--- config.mk ---
export PLATFORM = sky130hd
export DESIGN_NAME = add_pipeline_16bit
export DESIGN_NICKNAME = d
export VERILOG_FILES = /design/src/rtl/add_pipeline_16bit.sv
export SDC_FILE = /design/constraint.sdc
export NUM_CORES = 1
export LEC_CHECK = 0
export BUFFER_PORTS_ARGS = -buffer_cell sky130_fd_sc_hd__buf_2
export CORE_AREA = 2 2 139 141
export CTS_BUF_LIST = sky130_fd_sc_hd__clkbuf_4
export DETAILED_ROUTE_END_ITERATION = 8
export DIE_AREA = 0 0 141 143
export PLACE_DENSITY = 0.82
export SLEW_MARGIN = 30
export SYNTH_ARGS = -nofsm -noshare
export SYNTH_HDL_FRONTEND = slang
export SYNTH_SLANG_ARGS = --single-unit
--- constraint.sdc ---
create_clock -name clk -period 7.1 [get_ports clk]
set_clock_uncertainty 0.05 [all_clocks]
set_input_delay 1.42 -clock clk [delete_from_list [all_inputs] [get_ports clk]]
set_output_delay 1.42 -clock clk [all_outputs]
set_load 0.01 [all_outputs]
--- src/rtl/add_pipeline_16bit.sv ---
// Fully pipelined nine-operand unsigned adder: one operand set per clock, four-edge latency.
// Adder tree 4+2+1 with c9 carried alongside in a delay line until the final stage.
module add_pipeline_16bit #(
  parameter int unsigned DATA_W = 16,
  parameter int unsigned SUM_W  = 20
) (
  input  logic              clk,
  input  logic              rst_n,
  input  logic [DATA_W-1:0] c1,
  input  logic [DATA_W-1:0] c2,
  input  logic [DATA_W-1:0] c3,
  input  logic [DATA_W-1:0] c4,
  input  logic [DATA_W-1:0] c5,
  input  logic [DATA_W-1:0] c6,
  input  logic [DATA_W-1:0] c7,
  input  logic [DATA_W-1:0] c8,
  input  logic [DATA_W-1:0] c9,
  output logic [SUM_W-1:0]  sum
);

  localparam int unsigned PW = DATA_W + 1;
  localparam int unsigned QW = DATA_W + 2;
  localparam int unsigned RW = DATA_W + 3;

  logic [PW-1:0]     p1_q, p2_q, p3_q, p4_q;
  logic [QW-1:0]     q1_q, q2_q;
  logic [RW-1:0]     r_q;
  logic [DATA_W-1:0] d1_q, d2_q, d3_q;
  logic [SUM_W-1:0]  sum_q;

  logic [PW-1:0]    p1_d, p2_d, p3_d, p4_d;
  logic [QW-1:0]    q1_d, q2_d;
  logic [RW-1:0]    r_d;
  logic [SUM_W-1:0] sum_d;

  // Each stage widens by one bit so no carry is ever dropped.
  always_comb begin
    p1_d  = PW'(c1) + PW'(c2);
    p2_d  = PW'(c3) + PW'(c4);
    p3_d  = PW'(c5) + PW'(c6);
    p4_d  = PW'(c7) + PW'(c8);
    q1_d  = QW'(p1_q) + QW'(p2_q);
    q2_d  = QW'(p3_q) + QW'(p4_q);
    r_d   = RW'(q1_q) + RW'(q2_q);
    sum_d = SUM_W'(r_q) + SUM_W'(d3_q);
  end

  // Reset is active-high despite the rst_n name.
  always_ff @(posedge clk) begin
    if (rst_n) begin
      p1_q  <= '0;
      p2_q  <= '0;
      p3_q  <= '0;
      p4_q  <= '0;
      d1_q  <= '0;
      q1_q  <= '0;
      q2_q  <= '0;
      d2_q  <= '0;
      r_q   <= '0;
      d3_q  <= '0;
      sum_q <= '0;
    end else begin
      p1_q  <= p1_d;
      p2_q  <= p2_d;
      p3_q  <= p3_d;
      p4_q  <= p4_d;
      d1_q  <= c9;
      q1_q  <= q1_d;
      q2_q  <= q2_d;
      d2_q  <= d1_q;
      r_q   <= r_d;
      d3_q  <= d2_q;
      sum_q <= sum_d;
    end
  end

  assign sum = sum_q;

endmodule

==> impl_metrics.ini <==
[route]
vias_per_cell = 5.43
top_layer = met4
dr.pass1.iters = 5
initialDrtViolationCount = 397
dr_wl_met2_um = 9700
antenna_left = 0
drc_errors = 0
dr_wl_met3_um = 890
wirelength_um = 21100
via_count = 8603
met1_length_um = 10100
wl_per_cell_um = 13.3

[logic_synthesis]
synth_top_area_cell = dfxtp_1
synth_fp_nets = 1464
ys_seq_area_frac = 0.357
syn_inst = 1178
synth_edf_count = 0
ys_warn_count = 0
syn_area_um2 = 10700
postSynth.asyncResetShare = 0
synth_top_area_frac = 0.357
synth_seq_cells = 191
synthFlopType = dfxtp_1
syn_avg_cell_area_um2 = 9.09
synth_area_leaders = dfxtp_1 (36%), ha_1 (15%), nor2_1 (5.3%), nor2b_1 (4.9%), xor2_1 (3.8%)
yosysUniqueCellTypes = 67

[finish]
fillCellCount = 1555
syn2layout_area_growth_pct = 12.4
final_common_cell = dfxtp_1
final_cell_mix = dfxtp_1 (191), buf_2 (164), nor2_1 (152)
final_net_count = 1622
seqCellArea_um2 = 3820
multiInputGateArea_um2 = 6650
drive_gt1_frac = 0.165

[setup_path]
r2r_setup_slack_ns = 4.43
r2r_end = q2_q[16]
cp_top_family = compound AO/OA/AOI/OAI gates
cp_slowest_cell = a2111oi_0
worstPathArrival_ns = 3.78
critPathMaxFanout = 3
crit_buf_inv = 1
crit_required_ns = 7.49
path_cells = buf_2, ha_1, fa_1, a21o_1, a31oi_1, o21ai_1, a2111oi_0, o21bai_1, xnor2_1, nor2_1
worstSetupPathType = in2reg
reg2regPathDepth = 10
cpPeakStageDelay_ns = 0.64
timing.rr.start = p3_q[0]
cp-end-kind = register
cp-start-kind = input pin

[global_routing]
grt_max_degree = 131
antenna_found_initial = 1
track_usage = 0.211
grt_pass1_vias = 7934
grt.overflow.total = 0
grt_pass1_wl_um = 35100

[clock_network]
clk_latency_ns = 0.58
cts_hold_buf = 0
post_cts_resized = 0
clk_pin_slew_worst_paths_ns = 0.14
h-tree-depth = 4
post-cts-setup-buffers = 0
numCtsBuffers = 17
tritoncts = built
clockBufferDepth = 2
clock_sink_count = 191
cts.root.buffer_cell = clkbuf_4

[sta]
max_freq_ghz = 0.295
hold_violations = 0
hold_slack_ns = 0.401
tns_ns = 0
grt_setup_unrepaired = no
fin_crit_sh = 0.477
setup_violations = 0
relSlewSlack = 0.405
fin_crit_ns = 3.39
slew_violations = 0
worst_pin_slew_ns = 0.892

[hold_path]
hold_path_class = reg2reg
hold_path.startpoint = d2_q[1]
whs_path_depth = 1
min_to = d3_q[1]

[placement]
dp_hpwl_um = 16400
io_buffer_count = 165
gp_congestion = 0.900

[power_and_ir_drop]
combPwrFrac = 0.328
clkPwrFrac = 0.212
seqPwrFrac = 0.460
p_leak_uw = 0.00565
p_int_uw = 1850
p_switching_uw = 917
power.density_nw_per_um2 = 230
power_uw = 2770
switching_share = 0.332
ir_worst_vdd_mv = 0.101

[floorplan]
core_um2 = 18600
initial_core_util = 0.576
core.rowCount = 50
pin_count = 166
die_h_um = 143
fp.dieArea_um2 = 20200
die_w_um = 141

[run]
drv_cap = 0

[outcome]
status = completed
layout make-up:
type / count / area share
tap: 234 / 0.0243
clock buffer: 19 / 0.0119
multi-input combinational: 926 / 0.553
inverter: 34 / 0.0106
antenna: 1 / 0.000208
timing repair buffer: 166 / 0.0698
clock inverter: 13 / 0.0128
sequential: 191 / 0.318
registers in the layout, indices dropped and copies added, names as in the netlist:
name and cells:
sum 20, p3_q 17, d3_q 16, q2_q 18, r_q 19, d2_q 16
p4_q 17, p1_q 17, d1_q 16, q1_q 18, p2_q 17
metal layers:
metal	GRT usage	vias to the layer above
li1	-	4535
met1	0.276	3817
met2	0.357	224
met3	0.0372	27
met4	0.0653	0
met5	0	-
power groups by stage:
stage                     Clock, uW  Combinational, uW  Sequential (uW)
after floorplan                   0                684             1280
after global placement            0                880             1290
after detailed placement          0                895             1300
after CTS                       606                905             1270
after global routing            655               1020             1280
final                           587                908             1270
cell usage after synthesis, drive strengths merged (3+ instances only):
cell	instances
dfxtp	191
nor2	152
ha	132
nor2b	85
o21ai	72
a21oi	71
a21o	48
xor2	46
nand2	35
inv	33
xnor2	33
a211oi	31
clkbuf	23
nor3	23
nand2b	17
o21a	17
a31oi	15
nand3	14
and3	13
o21bai	12
nand4	10
and2	9
fa	8
mux2	8
o211ai	8
o31a	7
o31ai	6
a221oi	5
or3	5
a21boi	4
a41oi	4
buf	4
a2111oi	3
o311ai	3
logic make-up after synthesis:
logic type               synth area share
AND/OR/NAND/NOR                     0.172
AO/OA/AOI/OAI                       0.205
flip-flops                          0.357
adder cells (fa/ha/maj)             0.169
XOR/XNOR                           0.0646
buffers and inverters              0.0214
multiplexers                       0.0103
worst max path at each step:
| stage | cells past startpoint | start | end | slack [ns] |
|---|---|---|---|---|
| global placement | 10 | c1[0] | p1_q[12] | 3.21 |
| global route | 10 | c1[0] | p1_q[12] | 3.54 |
| floorplan | 9 | c1[0] | p1_q[12] | 3.65 |
| CTS | 10 | c1[0] | p1_q[12] | 3.79 |
| detailed placement | 5 | rst_n | r_q[15] | 3.15 |
| finish | 10 | c1[0] | p1_q[12] | 3.71 |
through the flow:
stage / setup slack, ns / std cells / area [um2] / util
global route: 3.54 / 1584 / 12000 / 0.648
global placement: 3.21 / 1551 / 11700 / 0.632
CTS: 3.79 / 1583 / 12000 / 0.648
floorplan: 3.65 / 1178 / 10700 / -
detailed placement: 3.15 / 1551 / 11700 / 0.632
finish: 3.71 / 1584 / 12000 / 0.648
No activity file was read; power rests on OpenSTA's default activity.
